--- src/rtl/seg7_pkg.sv ---
// Shared 7-segment definitions: bus widths and the standard hex glyph table
// (segment a..g in bits 0..6, active-high, before any pin polarity).
package seg7_pkg;

    localparam int SEG_W    = 7;
    localparam int NIBBLE_W = 4;

    // Entries listed from F down to 0 so GLYPH_TABLE[n] is the glyph of n.
    localparam logic [15:0][SEG_W-1:0] GLYPH_TABLE = {
        7'h71, 7'h79, 7'h5E, 7'h39, 7'h7C, 7'h77, 7'h6F, 7'h7F,
        7'h07, 7'h7D, 7'h6D, 7'h66, 7'h4F, 7'h5B, 7'h06, 7'h3F
    };

    function automatic logic [SEG_W-1:0] hex_to_seg(input logic [NIBBLE_W-1:0] nibble);
        return GLYPH_TABLE[nibble];
    endfunction

endpackage

--- src/rtl/seg7_scan_timer.sv ---
// Scan timebase: divides clk by SCAN_DIV and steps the lit-digit index,
// flagging the terminal count (tc) and the frame wrap (tc on the last digit).
module seg7_scan_timer #(
    parameter int NUM_DIGITS = 4,
    parameter int SCAN_DIV   = 1000,
    parameter int IDX_W      = $clog2(NUM_DIGITS)
) (
    input  logic             clk,
    input  logic             rst,
    output logic             tc,
    output logic             wrap,
    output logic [IDX_W-1:0] dig_idx
);

    localparam int CNT_W = $clog2(SCAN_DIV);

    logic [CNT_W-1:0] div_cnt;

    assign tc   = (div_cnt == CNT_W'(SCAN_DIV - 1));
    assign wrap = tc && (dig_idx == IDX_W'(NUM_DIGITS - 1));

    always_ff @(posedge clk or posedge rst) begin
        if (rst) begin
            div_cnt <= '0;
            dig_idx <= '0;
        end else if (tc) begin
            div_cnt <= '0;
            dig_idx <= wrap ? '0 : dig_idx + IDX_W'(1);
        end else begin
            div_cnt <= div_cnt + CNT_W'(1);
        end
    end

endmodule

--- src/rtl/seg7_scan_driver.sv ---
// Time-multiplexed N-digit 7-segment driver with frame-aligned value updates,
// per-digit blanking and leading-zero suppression. Optional decimal point: SEG7_SCAN_DP_EN.
module seg7_scan_driver
    import seg7_pkg::*;
#(
    parameter int NUM_DIGITS     = 4,
    parameter int SCAN_DIV       = 1000,
    parameter int SEG_ACTIVE_LOW = 0
) (
    input  logic                         clk,
    input  logic                         rst,
    input  logic                         load,
    input  logic [NIBBLE_W*NUM_DIGITS-1:0] value_in,
    input  logic [NUM_DIGITS-1:0]        blank_in,
`ifdef SEG7_SCAN_DP_EN
    input  logic [NUM_DIGITS-1:0]        dp_in,
    output logic                         dp_out,
`endif
    input  logic                         lzs_en,
    output logic [SEG_W-1:0]             seg_out,
    output logic [NUM_DIGITS-1:0]        an_out,
    output logic                         frame_tick,
    output logic                         update_done
);

    localparam int IDX_W = $clog2(NUM_DIGITS);
    localparam int VAL_W = NIBBLE_W * NUM_DIGITS;

    logic             tc;
    logic             wrap;
    logic [IDX_W-1:0] dig_idx;

    seg7_scan_timer #(
        .NUM_DIGITS (NUM_DIGITS),
        .SCAN_DIV   (SCAN_DIV),
        .IDX_W      (IDX_W)
    ) u_timer (
        .clk     (clk),
        .rst     (rst),
        .tc      (tc),
        .wrap    (wrap),
        .dig_idx (dig_idx)
    );

    // load is a single-cycle strobe with no back-pressure: every asserted cycle
    // is accepted, the newest value replaces any not-yet-applied one, and it
    // reaches the display only at the next frame wrap (bypassing the shadow
    // when load and wrap coincide).
    logic [VAL_W-1:0]      shadow_val;
    logic [VAL_W-1:0]      active_val;
    logic [NUM_DIGITS-1:0] shadow_blank;
    logic [NUM_DIGITS-1:0] active_blank;
    logic                  pending;

    always_ff @(posedge clk or posedge rst) begin
        if (rst) begin
            shadow_val   <= '0;
            shadow_blank <= '0;
            active_val   <= '0;
            active_blank <= '0;
            pending      <= 1'b0;
        end else begin
            if (load) begin
                shadow_val   <= value_in;
                shadow_blank <= blank_in;
            end
            if (wrap && load) begin
                active_val   <= value_in;
                active_blank <= blank_in;
                pending      <= 1'b0;
            end else if (wrap && pending) begin
                active_val   <= shadow_val;
                active_blank <= shadow_blank;
                pending      <= 1'b0;
            end else if (load) begin
                pending <= 1'b1;
            end
        end
    end

    always_ff @(posedge clk or posedge rst) begin
        if (rst) begin
            frame_tick  <= 1'b0;
            update_done <= 1'b0;
        end else begin
            frame_tick  <= wrap;
            update_done <= wrap && (load || pending);
        end
    end

`ifdef SEG7_SCAN_DP_EN
    logic [NUM_DIGITS-1:0] shadow_dp;
    logic [NUM_DIGITS-1:0] active_dp;

    always_ff @(posedge clk or posedge rst) begin
        if (rst) begin
            shadow_dp <= '0;
            active_dp <= '0;
        end else begin
            if (load) begin
                shadow_dp <= dp_in;
            end
            if (wrap && load) begin
                active_dp <= dp_in;
            end else if (wrap && pending) begin
                active_dp <= shadow_dp;
            end
        end
    end
`endif

    // Selected digit and its blanking; zero_run walks down from the top digit
    // so at digit i it means "nibbles i..NUM_DIGITS-1 are all zero".
    logic [NIBBLE_W-1:0]   sel_nib;
    logic                  sel_blank;
    logic                  sel_lz;
    logic                  sel_dp;
    logic                  zero_run;
    logic                  digit_off;
    logic [SEG_W-1:0]      seg_next;
    logic [NUM_DIGITS-1:0] an_next;

    always_comb begin
        sel_nib   = '0;
        sel_blank = 1'b0;
        sel_lz    = 1'b0;
        sel_dp    = 1'b0;
        zero_run  = 1'b1;
        an_next   = '0;
        for (int i = NUM_DIGITS - 1; i >= 0; i--) begin
            zero_run = zero_run && (active_val[i*NIBBLE_W +: NIBBLE_W] == '0);
            an_next[i] = (dig_idx == IDX_W'(i));
            if (dig_idx == IDX_W'(i)) begin
                sel_nib   = active_val[i*NIBBLE_W +: NIBBLE_W];
                sel_blank = active_blank[i];
                sel_lz    = (i > 0) && zero_run;
`ifdef SEG7_SCAN_DP_EN
                sel_dp    = active_dp[i];
`endif
            end
        end
        digit_off = sel_blank || (lzs_en && sel_lz);
        seg_next  = digit_off ? '0 : hex_to_seg(sel_nib);
    end

    logic [SEG_W-1:0]      seg_q;
    logic [NUM_DIGITS-1:0] an_q;
    logic                  dp_q;

    always_ff @(posedge clk or posedge rst) begin
        if (rst) begin
            seg_q <= '0;
            an_q  <= '0;
            dp_q  <= 1'b0;
        end else begin
            seg_q <= seg_next;
            an_q  <= an_next;
            dp_q  <= sel_dp && !digit_off;
        end
    end

    // Pin polarity is applied after the registers; the flags stay active-high.
    assign seg_out = (SEG_ACTIVE_LOW != 0) ? ~seg_q : seg_q;
    assign an_out  = (SEG_ACTIVE_LOW != 0) ? ~an_q  : an_q;
`ifdef SEG7_SCAN_DP_EN
    assign dp_out  = (SEG_ACTIVE_LOW != 0) ? ~dp_q  : dp_q;
`endif

    a_wrap_is_tc: assert property (@(posedge clk) disable iff (rst) wrap |-> tc);

endmodule

--- config.mk ---
export PLATFORM = sky130hd
export DESIGN_NAME = seg7_scan_driver
export DESIGN_NICKNAME = d
export VERILOG_FILES = /design/src/rtl/seg7_pkg.sv /design/src/rtl/seg7_scan_timer.sv /design/src/rtl/seg7_scan_driver.sv
export SDC_FILE = /design/constraint.sdc
export NUM_CORES = 1
export LEC_CHECK = 0
export BUFFER_PORTS_ARGS = -buffer_cell sky130_fd_sc_hd__buf_2
export CELL_PAD_IN_SITES_DETAIL_PLACEMENT = 0
export CELL_PAD_IN_SITES_GLOBAL_PLACEMENT = 2
export CORE_MARGIN = 2
export CORE_UTILIZATION = 38
export CTS_CLUSTER_DIAMETER = 60
export CTS_CLUSTER_SIZE = 20
export DETAILED_ROUTE_END_ITERATION = 10
export GPL_TIMING_DRIVEN = 0
export PLACE_DENSITY = 0.8
export REMOVE_ABC_BUFFERS = 1
export SYNTH_ARGS = -nofsm -noshare
export SYNTH_HDL_FRONTEND = slang
export SYNTH_SLANG_ARGS = --single-unit
--- constraint.sdc ---
create_clock -name clk -period 2.9 [get_ports clk]
set_input_delay 0.145 -clock clk [delete_from_list [all_inputs] [get_ports clk]]
set_output_delay 0.145 -clock clk [all_outputs]
set_load 0.005 [all_outputs]
# After elaboration in Yosys (flattened, before gate mapping)
# Memory sizes are Yosys's and may differ from the RTL's.
# Index checks and enable logic that the tools add are counted.
[word_totals]
register_bits = 66
romBits = 112
input_bits = 24
memories = 1
[mem_list]
columns = ["memory", "depth", "width", "read_ports", "rd_ports_with_merged_regs", "wr", "line_no", "text"]
rows = [
  ["(no name shown)", 16, 7, 1, 0, 0, "seg7_pkg.sv:15", "return GLYPH_TABLE[nibble];"],
]
[op_classes]
addsub = 2
order_cmp = 1
n_eq_ne = 4
muxes = 23
n_reduce_logical = 15
[ops]
columns = ["operator", "n"]
rows = [
  ["$mux 16", 2],
  ["$mux 4", 6],
  ["$mux 7", 2],
  ["$logic_not 4->1", 3],
  ["$mux 1", 11],
  ["$add 10x1->10 const B", 1],
  ["$eq 10x10->1 const B", 1],
  ["$mux 10", 1],
  ["$logic_and 1x1->1", 7],
  ["$lt 4x5->1 const B", 1],
  ["$eq 2x2->1 const B", 2],
  ["$reduce_bool 3->1", 1],
  ["$add 2x1->2 const B", 1],
  ["$eq 2x1->1 const B", 1],
  ["$logic_not 2->1", 1],
  ["$logic_or 1x1->1", 2],
  ["$mux 2", 1],
  ["$reduce_bool 2->1", 1],
]

# Depth between registers and ports, before layout
# Gate-level depths: netlist (run 1).
[logic_depth]
word_depth = 8
depth_mapped = 11
depth_no_buf = 10

# Hierarchy
# A second synthesis (run 1) with hierarchy kept.
[unflattened]
cells_unflattened = 241
area_unflattened_um2 = 3094.2
[modules_own_cells]
columns = ["mod", "instances", "cells_per_inst", "area_per_inst_um2"]
rows = [
  ["seg7_scan_driver", 1, 187, 2499.9],
  ["seg7_scan_timer", 1, 54, 594.3],
]

# Worst setup path before layout (run 1)
# OpenSTA, ideal clock, no wires.
[synth_path]
path_kind = "reg-to-reg"
start = "reg u_timer.dig_idx[0]"
end = "reg seg_q[0] (netlist: seg_out[0])"
arrival_time_ns = 2.116
required_time_ns = 2.828
setup_slack_ns = 0.713
stages_incl_launch_ff = 11
n_path_buf = 1
cell_sequence = "dfrtp_1 > inv_1 > ha_1 > buf_6 > a211oi_1 > a221o_1 > inv_1 > ha_1 > or3_1 > o221a_1 > nor2_1"
[synth_between]
word_cells_on_any_way = 21
classes_between = "eq/ne: 3; mux: 14; reduce/logical: 3; memory: 1"
[synth_rtl]
columns = ["element", "line_no", "text"]
rows = [
  ["start: declaration", "seg7_scan_timer.sv:12", "output logic [IDX_W-1:0] dig_idx"],
  ["start signal: assignment", "seg7_scan_timer.sv:28", "dig_idx <= wrap ? '0 : dig_idx + IDX_W'(1);"],
  ["$eq 2x2->1 (*)", "-", ""],
  ["named net an_next[2]", "seg7_scan_driver.sv:121", "logic [NUM_DIGITS-1:0] an_next;"],
  ["$mux 4 / $mux 1 (equally long branches) (3 in series)", "seg7_scan_driver.sv:133", "if (dig_idx == IDX_W'(i)) begin"],
  ["$mem_v2 16x7 / $logic_and 1x1->1 (equally long branches)", "-", ""],
  ["$mux 7 (not written as such) / $logic_or 1x1->1 (equally long branches)", "seg7_pkg.sv:15, seg7_scan_driver.sv:142", ""],
  ["$mux 7 (*)", "seg7_scan_driver.sv:143", "seg_next = digit_off ? '0 : hex_to_seg(sel_nib);"],
  ["named net seg_next[0]", "seg7_scan_driver.sv:120", "logic [SEG_W-1:0] seg_next;"],
  ["end signal: assignment", "seg7_scan_driver.sv:156", "seg_q <= seg_next;"],
  ["end: declaration", "seg7_scan_driver.sv:146", "logic [SEG_W-1:0] seg_q;"],
]
# Mark *: on every way through the listed nets, which the timed path passes. The rest lies on a longest branch. The select of a mux whose other input is x is not followed.
# A chain may end at the register's enable or synchronous reset.

# Final worst setup path (run 1)
[layout_path]
start = "reg u_timer.dig_idx[0]"
end = "reg seg_q[0] (netlist: seg_out[0])"
[layout_between]
word_cells_on_any_way = 21
classes_between = "eq/ne: 3; mux: 14; reduce/logical: 3; memory: 1"
[layout_rtl]
columns = ["element", "line_no"]
rows = [
  ["$logic_not 2->1 (*)", "-"],
  ["named net an_next[0]", "seg7_scan_driver.sv:121"],
  ["$mux 4 / $mux 1 (equally long branches)", "seg7_scan_driver.sv:133"],
  ["$mem_v2 16x7 / $logic_and 1x1->1 (equally long branches)", "-"],
  ["$mux 7 (not written as such) / $logic_or 1x1->1 (equally long branches)", "seg7_pkg.sv:15, seg7_scan_driver.sv:142"],
  ["$mux 7 (*)", "seg7_scan_driver.sv:143"],
  ["named net seg_next[0]", "seg7_scan_driver.sv:120"],
]
# Marks and branches as above.

==> results of run 1 <==
-- cell usage after synthesis, drive strengths merged --
cell,number,area [um2]
mux2i,1,10.0
or3,1,6.26
o22ai,10,62.6
a22oi,3,22.5
dfrtp,66,1650
o21ai,15,75.1
o31ai,1,7.51
nor2,18,70.1
o21a,1,7.51
nor4,2,12.5
nand3b,5,50.1
a21o,2,15.0
buf,10,68.8
xor2,3,26.3
a31oi,1,6.26
a21oi,12,60.1
nor3,3,15.0
clkbuf,2,7.51
xnor2,4,35.0
a22o,1,8.76
nand3,7,35.0
nand4bb,1,11.3
a41o,1,10.0
a221o,1,10.0
nor3b,3,27.5
a211oi,4,30.0
a311oi,4,41.3
o211ai,1,7.51
a311o,2,20.0
mux2,31,349
o221a,1,11.3
ha,11,138
o41ai,1,8.76
nand2,19,71.3
inv,11,41.3
nor2b,6,37.5
-- per-layer routing --
layer	up-vias	global-route usage, %	share of wire, %
li1	1036	-	-
met1	1024	18.2	47
met2	47	24.0	47
met3	8	4.33	4.6
met4	0	5.80	1.5
met5	-	0	0
-- sequential cells by signal, summed over array words and instances (netlist names) --
| register | count |
|---|---|
| active_blank | 4 |
| active_val | 16 |
| an_out | 4 |
| frame_tick | 1 |
| pending | 1 |
| seg_out | 7 |
| shadow_blank | 4 |
| shadow_val | 16 |
| u_timer.dig_idx | 2 |
| u_timer.div_cnt | 10 |
| update_done | 1 |
-- cells by family after synthesis --
family	after synthesis
buffers and inverters	23
muxes	32
AOI/OAI and AO/OA	61
xor gates and xnor gates	7
DFF	66
and+or+nand+nor	65
adders and majority gates	11
-- layout by cell type, fill, tap and decap left out, drive strengths merged, types with 10 or more instances in the layout --
cell type  Yosys  final
ha            11     11
buf           10     37
dfrtp         66     66
mux2          31     31
nand2         19     19
nor2          18     18
o21ai         15     15
inv           11     12
a21oi         12     12
o22ai         10     10
-- what timing repair did --
action | 4_1_cts | 5_1_grt
setup endpoints to repair | 18 | 18
cloned | 0 | 0
hold buffers | 1 | 0
endpoints found under the hold margin | 26 | 0
gates resized for setup | 1 | 2
-- how the worst min path moves through the flow --
stage	end	slack [ns]	depth (start not counted)
6_report	shadow_val[14]	0.02	2
3_3_place_gp	shadow_val[14]	0.37	2
3_5_place_dp	update_done	0.24	2
2_1_floorplan	shadow_val[13]	0.26	1
4_1_cts	shadow_val[14]	0.004	2
5_1_grt	shadow_val[14]	0.01	2
-- through the flow --
| stage | TNS, ns | power (uW) | utilization [%] |
|---|---|---|---|
| CTS | 0 | 1910 | 45.5 |
| global route | 0 | 1970 | 45.7 |
| detailed placement | -4.16 | 1130 | 42.7 |
| floorplan | 0 | 1080 | - |
| finish | 0 | 1880 | 45.7 |
| global placement | -3.60 | 1120 | 42.5 |
-- cell type report --
class | count | area [um2] | share of cell area, %
inverter | 11 | 41.3 | 1.16
tap | 102 | 128 | 3.60
timing repair buffer | 38 | 210 | 5.93
clock buffer | 9 | 124 | 3.49
multi-input combinational | 176 | 1320 | 37.1
clock inverter | 7 | 77.6 | 2.19
sequential | 66 | 1650 | 46.6
-- power by group through the flow --
| stage | clock network [uW] | registers, uW | logic (uW) |
|---|---|---|---|
| floorplan | 0 | 992 | 83.4 |
| global placement | 0 | 994 | 129 |
| detailed placement | 0 | 996 | 136 |
| CTS | 795 | 977 | 137 |
| global route | 838 | 983 | 152 |
| finish | 770 | 977 | 133 |
-- worst max-delay path, stage by stage (launching register included) --
cell and delay [ns]:
dfrtp_1 0.37, inv_1 0.09, ha_1 0.38, nor2_1 0.33
o211ai_1 0.18, nand2_1 0.16, inv_1 0.11, ha_1 0.22
or3_1 0.37, o221a_1 0.12, nor2_1 0.07
==> metrics.csv, run 1 <==
metric,value,unit
Seq pwr share,52.0,%
CTS Buffer Depth,2,
peak supply drop,0.259,mV
RD Place Congestion,0.742,
root buffer cell,clkbuf_8,
CP max FO,14,
Final Critical Period,2.48,ns
Post-Place Setup Slack,-0.288,ns
# clock sinks,66,
hold slack,0.0190,ns
FF-to-FF End,seg_out[0],
number of synthesis warnings,0,
Setup Skew,0.00856,ns
Inst Count DP,392,
area delta synth->final,15.6,%
RSZ-0062 raised after global routing,no,
post-synth cell types,43,
die area,8810,um2
Max-Cap Viols,0,
first-pass GRT wire length,9920,um
fin worst setup slack,0.417,ns
estimated wirelength of the detail-placed design,4040,um
WL final,5700,um
dpl cell area,3320,um2
Worst-Skew Late Latency,0.34,ns
CTS tree,done,
final instance area,3550,um2
total gr overflow,0,
core outline area,7770,um2
Via Count,2115,
"non-filler cells, final",409,
f_max,0.403,GHz
Int Pwr,1430,uW
post-synthesis xor/xnor area fraction,2.00,%
Die Width,93.9,um
worst-margin pin slew,0.784,ns
kind of critical path,reg -> reg,
Starting Density,39.5,%
Leak,0.00162,uW
antenna-violating nets left,0,
# diodes,0,
"CTS clk-pin slew, worst paths",0.08,ns
Finish-stage setup viols,0,
Clk pwr share,41.0,%
Simple-Gate Fraction of Synth Area,11.0,%
DRT Pass-1 Iters,4,
worst r2r src,u_timer.dig_idx[0],
DRC viols,0,
synthesized area,3070,um2
Critical Path RT,3.17,ns
Startpoint Class,register,
routed len/inst,13.9,um
setup bufs post-CTS,0,
status,completed,
vias in the first global route,2097,
#FFs+latches synth,66,
Pins Over Slew Limit,0,
main combinational cell family by area after synthesis,compound AO/OA/AOI/OAI gates,
cells after synthesis,265,
Die Height,93.9,um
final hold violation count,0,
nets,337,
clock buffer count from CTS,9,
power per cell area,530,nW/um2
initial antenna violation count,0,
worst setup path startpoint,u_timer.dig_idx[0],
CP Capture Type,register,
largest net degree at the start of global routing,41,
Slew HR,47.4,%
Synth Area in Adders,4.49,%
Worst Hold Launch,value_in[14],
fillers,752,
1st-iter DRT viols,67,
Worst setup endpoint,seg_out[0],
Switching Power,449,uW
Logic pwr share,7.1,%
layout cell share with drive strength beyond 1,29.3,%
vias per std cell,5.17,
"Period Utilization, post-route",85.6,%
critical path data arrival time,2.76,ns
GRT Util Overall,14.7,%
worst reg-to-reg path cell count,10,
Reg2Reg Setup Slack,0.42,ns
Avg Synthesized Cell Area,11.6,um2
Sw Ratio,23.9,%
sequential fraction of the synthesis area,53.8,%
Cell Rows,32,
count of input and output buffers,36,
Synth Area in Compound Gates,13.2,%
I/O pin cnt,37,
worst min path class,in -> reg,
htree depth,3,
post-synthesis mux area share,11.7,%
Power figures use the tool's default switching activity.
==> run 2: changes to the inputs <==
--- a/config.mk
+++ b/config.mk
@@ -8,6 +8,7 @@
 export BUFFER_PORTS_ARGS = -buffer_cell sky130_fd_sc_hd__buf_2
 export CELL_PAD_IN_SITES_DETAIL_PLACEMENT = 0
 export CELL_PAD_IN_SITES_GLOBAL_PLACEMENT = 2
+export CORE_ASPECT_RATIO = 1.1
 export CORE_MARGIN = 2
 export CORE_UTILIZATION = 38
 export CTS_CLUSTER_DIAMETER = 60
==> metrics.csv, run 2 (synthesis results as in run 1) <==
metric,value,unit
status,completed,
Worst-Skew Late Latency,0.34,ns
CTS tree,done,
Finish-stage setup viols,0,
Starting Density,39.0,%
Max-Cap Viols,0,
vias in the first global route,2153,
Inst Count DP,398,
vias per std cell,5.00,
worst-margin pin slew,0.786,ns
htree depth,3,
Pins Over Slew Limit,0,
nets,337,
Die Height,98.2,um
WL final,5890,um
area delta synth->final,17.2,%
die area,8810,um2
CTS Buffer Depth,2,
DRT Pass-1 Iters,4,
initial antenna violation count,0,
RSZ-0062 raised after global routing,no,
layout cell share with drive strength beyond 1,29.3,%
"Largest stage delay, worst path",0.39,ns
root buffer cell,clkbuf_8,
Slew HR,47.3,%
met2 Track Usage GR,24.3,%
Via Count,2077,
Worst Hold Launch,value_in[13],
"most common cell after layout, fill and taps aside",dfrtp_1,
worst setup path startpoint,u_timer.dig_idx[0],
f_max,0.400,GHz
Leak,0.00164,uW
Setup Skew,0.00815,ns
GR met3 Demand/Resource,4.31,%
Startpoint Class,register,
# clock sinks,66,
critical path data arrival time,2.78,ns
"Largest delay share family, worst path",simple AND/OR/NAND/NOR gates,
setup bufs post-CTS,0,
estimated wirelength of the detail-placed design,4120,um
largest net degree at the start of global routing,37,
peak supply drop,0.230,mV
RD Place Congestion,0.724,
Regs by FF count,"active_val (16), shadow_val (16), u_timer.div_cnt (10)",
most frequent cells in the layout,"66 x dfrtp_1, 36 x buf_2, 31 x mux2_2",
worst path cell trace,"inv_1, ha_1, nor2_1, o211ai_1, nand2_1, inv_1, ha_1, or3_1, o221a_1, nor2_1",
Critical-path top delay cell,ha_1,
total gr overflow,0,
routed len/inst,14.2,um
"Core Util, Final",45.7,%
Critical Path RT,3.18,ns
count of input and output buffers,36,
"non-filler cells, final",415,
GRT Util Overall,15.2,%
"Period Utilization, post-route",86.2,%
core outline area,7870,um2
busiest grt layer,met2,
worst r2r src,u_timer.dig_idx[0],
clock buffer count from CTS,9,
Final Critical Period,2.50,ns
Die Width,89.7,um
1st-iter DRT viols,84,
Cell Rows,34,
"CTS clk-pin slew, worst paths",0.07,ns
power per cell area,567,nW/um2
M1 GR Usage,18.9,%
kind of critical path,reg -> reg,
antenna-violating nets left,0,
CP Capture Type,register,
# diodes,0,
CP bufs+invs,2,
final hold violation count,0,
worst min path class,in -> reg,
CP max FO,14,
I/O pin cnt,37,
DRC viols,0,
first-pass GRT wire length,10200,um
==> run 2: power breakdown <==
group          leakage [uW]  internal (uW)  switching (uW)
logic              0.000702           66.3            67.4
registers          0.000818            962            14.9
clock network      0.000123            570             357
==> run 2: through the flow <==
stage	total power [uW]	hold WS (ns)	TNS, ns	instance area, um2	setup WS, ns
3_5_place_dp	1130	0.298	-4.36	3330	-0.298
4_1_cts	2070	0.0243	0	3580	0.0988
2_1_floorplan	1080	0.262	0	2990	0.417
6_report	2040	0.0333	0	3590	0.400
3_3_place_gp	1120	0.382	-3.82	3310	-0.261
5_1_grt	2130	0.0379	0	3590	0.0982
==> run 2: final cells by class <==
type	count	area, um2
fill	770	4280
inverter	11	41.3
tap	108	135
clock buffer	9	124
timing repair buffer	38	210
sequential	66	1650
multi-input combinational	176	1320
clock inverter	7	118
==> run 2: final timing paths <==
check / endpoint / slack (ns) / cells after the start
max: seg_out[0] / 0.40 / 10
min in group asynchronous: u_timer.div_cnt[8] / 0.46 / 3
max in group asynchronous: seg_out[6] / 1.83 / 4
min reg2reg: u_timer.div_cnt[8] / 0.49 / 1
min: shadow_val[13] / 0.03 / 2
max reg2reg: seg_out[0] / 0.40 / 10
==> run 2: what timing repair did <==
| item | in CTS | in global routing |
|---|---|---|
| gates resized for setup | 1 | 2 |
| endpoints found under the setup margin | 18 | 18 |
| pin swaps | 0 | 0 |
| hold buffers | 1 | 0 |
| hold endpoints to repair | 30 | 0 |
==> run 2: worst reg2reg max path, delay by kind of cell, from the launching register on <==
kind	cells	cell delay, ns
flip-flops	1	0.37
buffers and inverters	2	0.20
AND/OR/NAND/NOR	4	0.96
adder cells (fa/ha/maj)	2	0.61
AO/OA/AOI/OAI	2	0.31
==> run 2: metal layers <==
| metal | vias up | wire [um] |
|---|---|---|
| met5 | - | 0 |
| met2 | 46 | 2890 |
| met4 | 0 | 123 |
| met1 | 1003 | 2620 |
| met3 | 10 | 249 |
| li1 | 1018 | - |
==> run 3: changes to the inputs <==
--- a/config.mk
+++ b/config.mk
@@ -5,11 +5,12 @@
 export SDC_FILE = /design/constraint.sdc
 export NUM_CORES = 1
 export LEC_CHECK = 0
+export ABC_CLOCK_PERIOD_IN_PS = 2900
 export BUFFER_PORTS_ARGS = -buffer_cell sky130_fd_sc_hd__buf_2
 export CELL_PAD_IN_SITES_DETAIL_PLACEMENT = 0
 export CELL_PAD_IN_SITES_GLOBAL_PLACEMENT = 2
 export CORE_ASPECT_RATIO = 1.1
-export CORE_MARGIN = 2
+export CORE_MARGIN = 5
 export CORE_UTILIZATION = 38
 export CTS_CLUSTER_DIAMETER = 60
 export CTS_CLUSTER_SIZE = 20
==> metrics.csv, run 3 (synthesis results as in run 1) <==
metric,value,unit
Regs by FF count,"active_val (16), shadow_val (16), u_timer.div_cnt (10)",
final instance area,3560,um2
htree depth,3,
most frequent cells in the layout,"66 x dfrtp_1, 36 x buf_2, 31 x mux2_2",
die area,9970,um2
kind of critical path,reg -> reg,
antenna-violating nets left,0,
CP Capture Type,register,
Switching Power,422,uW
worst min path class,in -> reg,
"non-filler cells, final",415,
Leak,0.00162,uW
final hold violation count,0,
hold slack,0.0308,ns
post-route setup TNS,0,ns
Sw Ratio,21.8,%
Finish-stage setup viols,0,
1st-iter DRT viols,56,
CTS Buffer Depth,2,
DRT Pass-1 Iters,4,
Final Critical Period,2.51,ns
f_max,0.398,GHz
peak supply drop,0.238,mV
Worst-Skew Late Latency,0.34,ns
Pins Over Slew Limit,0,
"CTS clk-pin slew, worst paths",0.07,ns
Slew HR,44.4,%
worst reg-to-reg path cell count,10,
Starting Density,38.8,%
Setup Skew,0.00779,ns
"Largest stage delay, worst path",0.39,ns
CTS tree,done,
# clock sinks,66,
area delta synth->final,16.2,%
estimated wirelength of the detail-placed design,4170,um
WL final,5850,um
"Period Utilization, post-route",86.6,%
Max-Cap Viols,0,
worst path cell trace,"inv_1, ha_1, nor2_1, o211ai_1, nand2_1, inv_1, ha_1, or3_1, o221a_1, nor2_1",
initial antenna violation count,0,
I/O pin cnt,37,
Crit path depth,10,
Cell Rows,34,
Inst Count DP,398,
setup bufs post-CTS,0,
nets,337,
vias per std cell,5.00,
status,completed,
dpl cell area,3330,um2
Critical-path top delay cell,ha_1,
routed len/inst,14.1,um
"most common cell after layout, fill and taps aside",dfrtp_1,
DRC viols,0,
vias in the first global route,2060,
clock buffer count from CTS,9,
Via Count,2076,
Int Pwr,1520,uW
# diodes,0,
hold path depth,2,
layout cell share with drive strength beyond 1,28.3,%
critical path data arrival time,2.78,ns
count of input and output buffers,36,
root buffer cell,clkbuf_8,
CP bufs+invs,2,
largest net degree at the start of global routing,40,
Startpoint Class,register,
"Largest delay share family, worst path",simple AND/OR/NAND/NOR gates,
Critical Path RT,3.17,ns
RD Place Congestion,0.710,
Die Height,104,um
first-pass GRT wire length,9820,um
Logic pwr share,6.9,%
Die Width,95.7,um
core outline area,7910,um2
CP max FO,14,
fillers,786,
Clk pwr share,42.7,%
worst-margin pin slew,0.829,ns
total gr overflow,0,
Seq pwr share,50.4,%
GRT Util Overall,12.6,%
power per cell area,543,nW/um2
RSZ-0062 raised after global routing,no,
## run 3: worst paths after layout
check	slack, ns	from	to
max	0.39	u_timer.dig_idx[0]	seg_out[0]
min	0.03	value_in[14]	shadow_val[14]
max reg2reg	0.39	u_timer.dig_idx[0]	seg_out[0]
min reg2reg	0.48	u_timer.div_cnt[0]	u_timer.div_cnt[0]
max in group asynchronous	1.76	rst	an_out[2]
min in group asynchronous	0.52	rst	an_out[3]
## run 3: final cells by class
type                    count  area (um2)  share of cell area, %
flip-flops and latches     66        1650                   46.3
multi-input cells         176        1320                   36.9
repair buffers             38         210                   5.90
clock buffers              12         135                   3.79
well taps                 108         135                   3.79
clock inverters             4        76.3                   2.14
inverters                  11        41.3                   1.16
## run 3: worst register-to-register path, delay by kind of cell (launching register included)
kind | cells | cell delay (ns)
adders and majority gates | 2 | 0.62
buffers and inverters | 2 | 0.20
and+or+nand+nor | 4 | 0.95
DFF | 1 | 0.38
AOI/OAI and AO/OA | 2 | 0.30
## run 3: stage by stage
stage | utilization (%) | total power, uW | setup WS, ns
2_1_floorplan | - | 1080 | 0.417
3_3_place_gp | 41.8 | 1120 | -0.318
3_5_place_dp | 42.0 | 1130 | -0.333
4_1_cts | 44.9 | 1970 | 0.0946
5_1_grt | 45.1 | 2030 | 0.185
6_report | 45.1 | 1940 | 0.388
## run 3: metal layers
layer	GRT usage, %	part of all wire, %
met4	5.79	1.8
met5	0	0
met3	2.60	4.3
met1	15.5	44
met2	20.9	50
## run 3: timing repair
item / CTS / global route
hold buffers: 1 / 0
gates resized for setup: 1 / 2
endpoints found under the hold margin: 24 / 0
setup endpoints to repair: 18 / 12
## run 3: power groups by stage
| stage | Sequential, uW | Clock, uW | Combinational (uW) |
|---|---|---|---|
| floorplan | 992 | 0 | 83.4 |
| global placement | 994 | 0 | 130 |
| detailed placement | 995 | 0 | 137 |
| CTS | 977 | 853 | 138 |
| global route | 980 | 897 | 152 |
| finish | 977 | 826 | 133 |
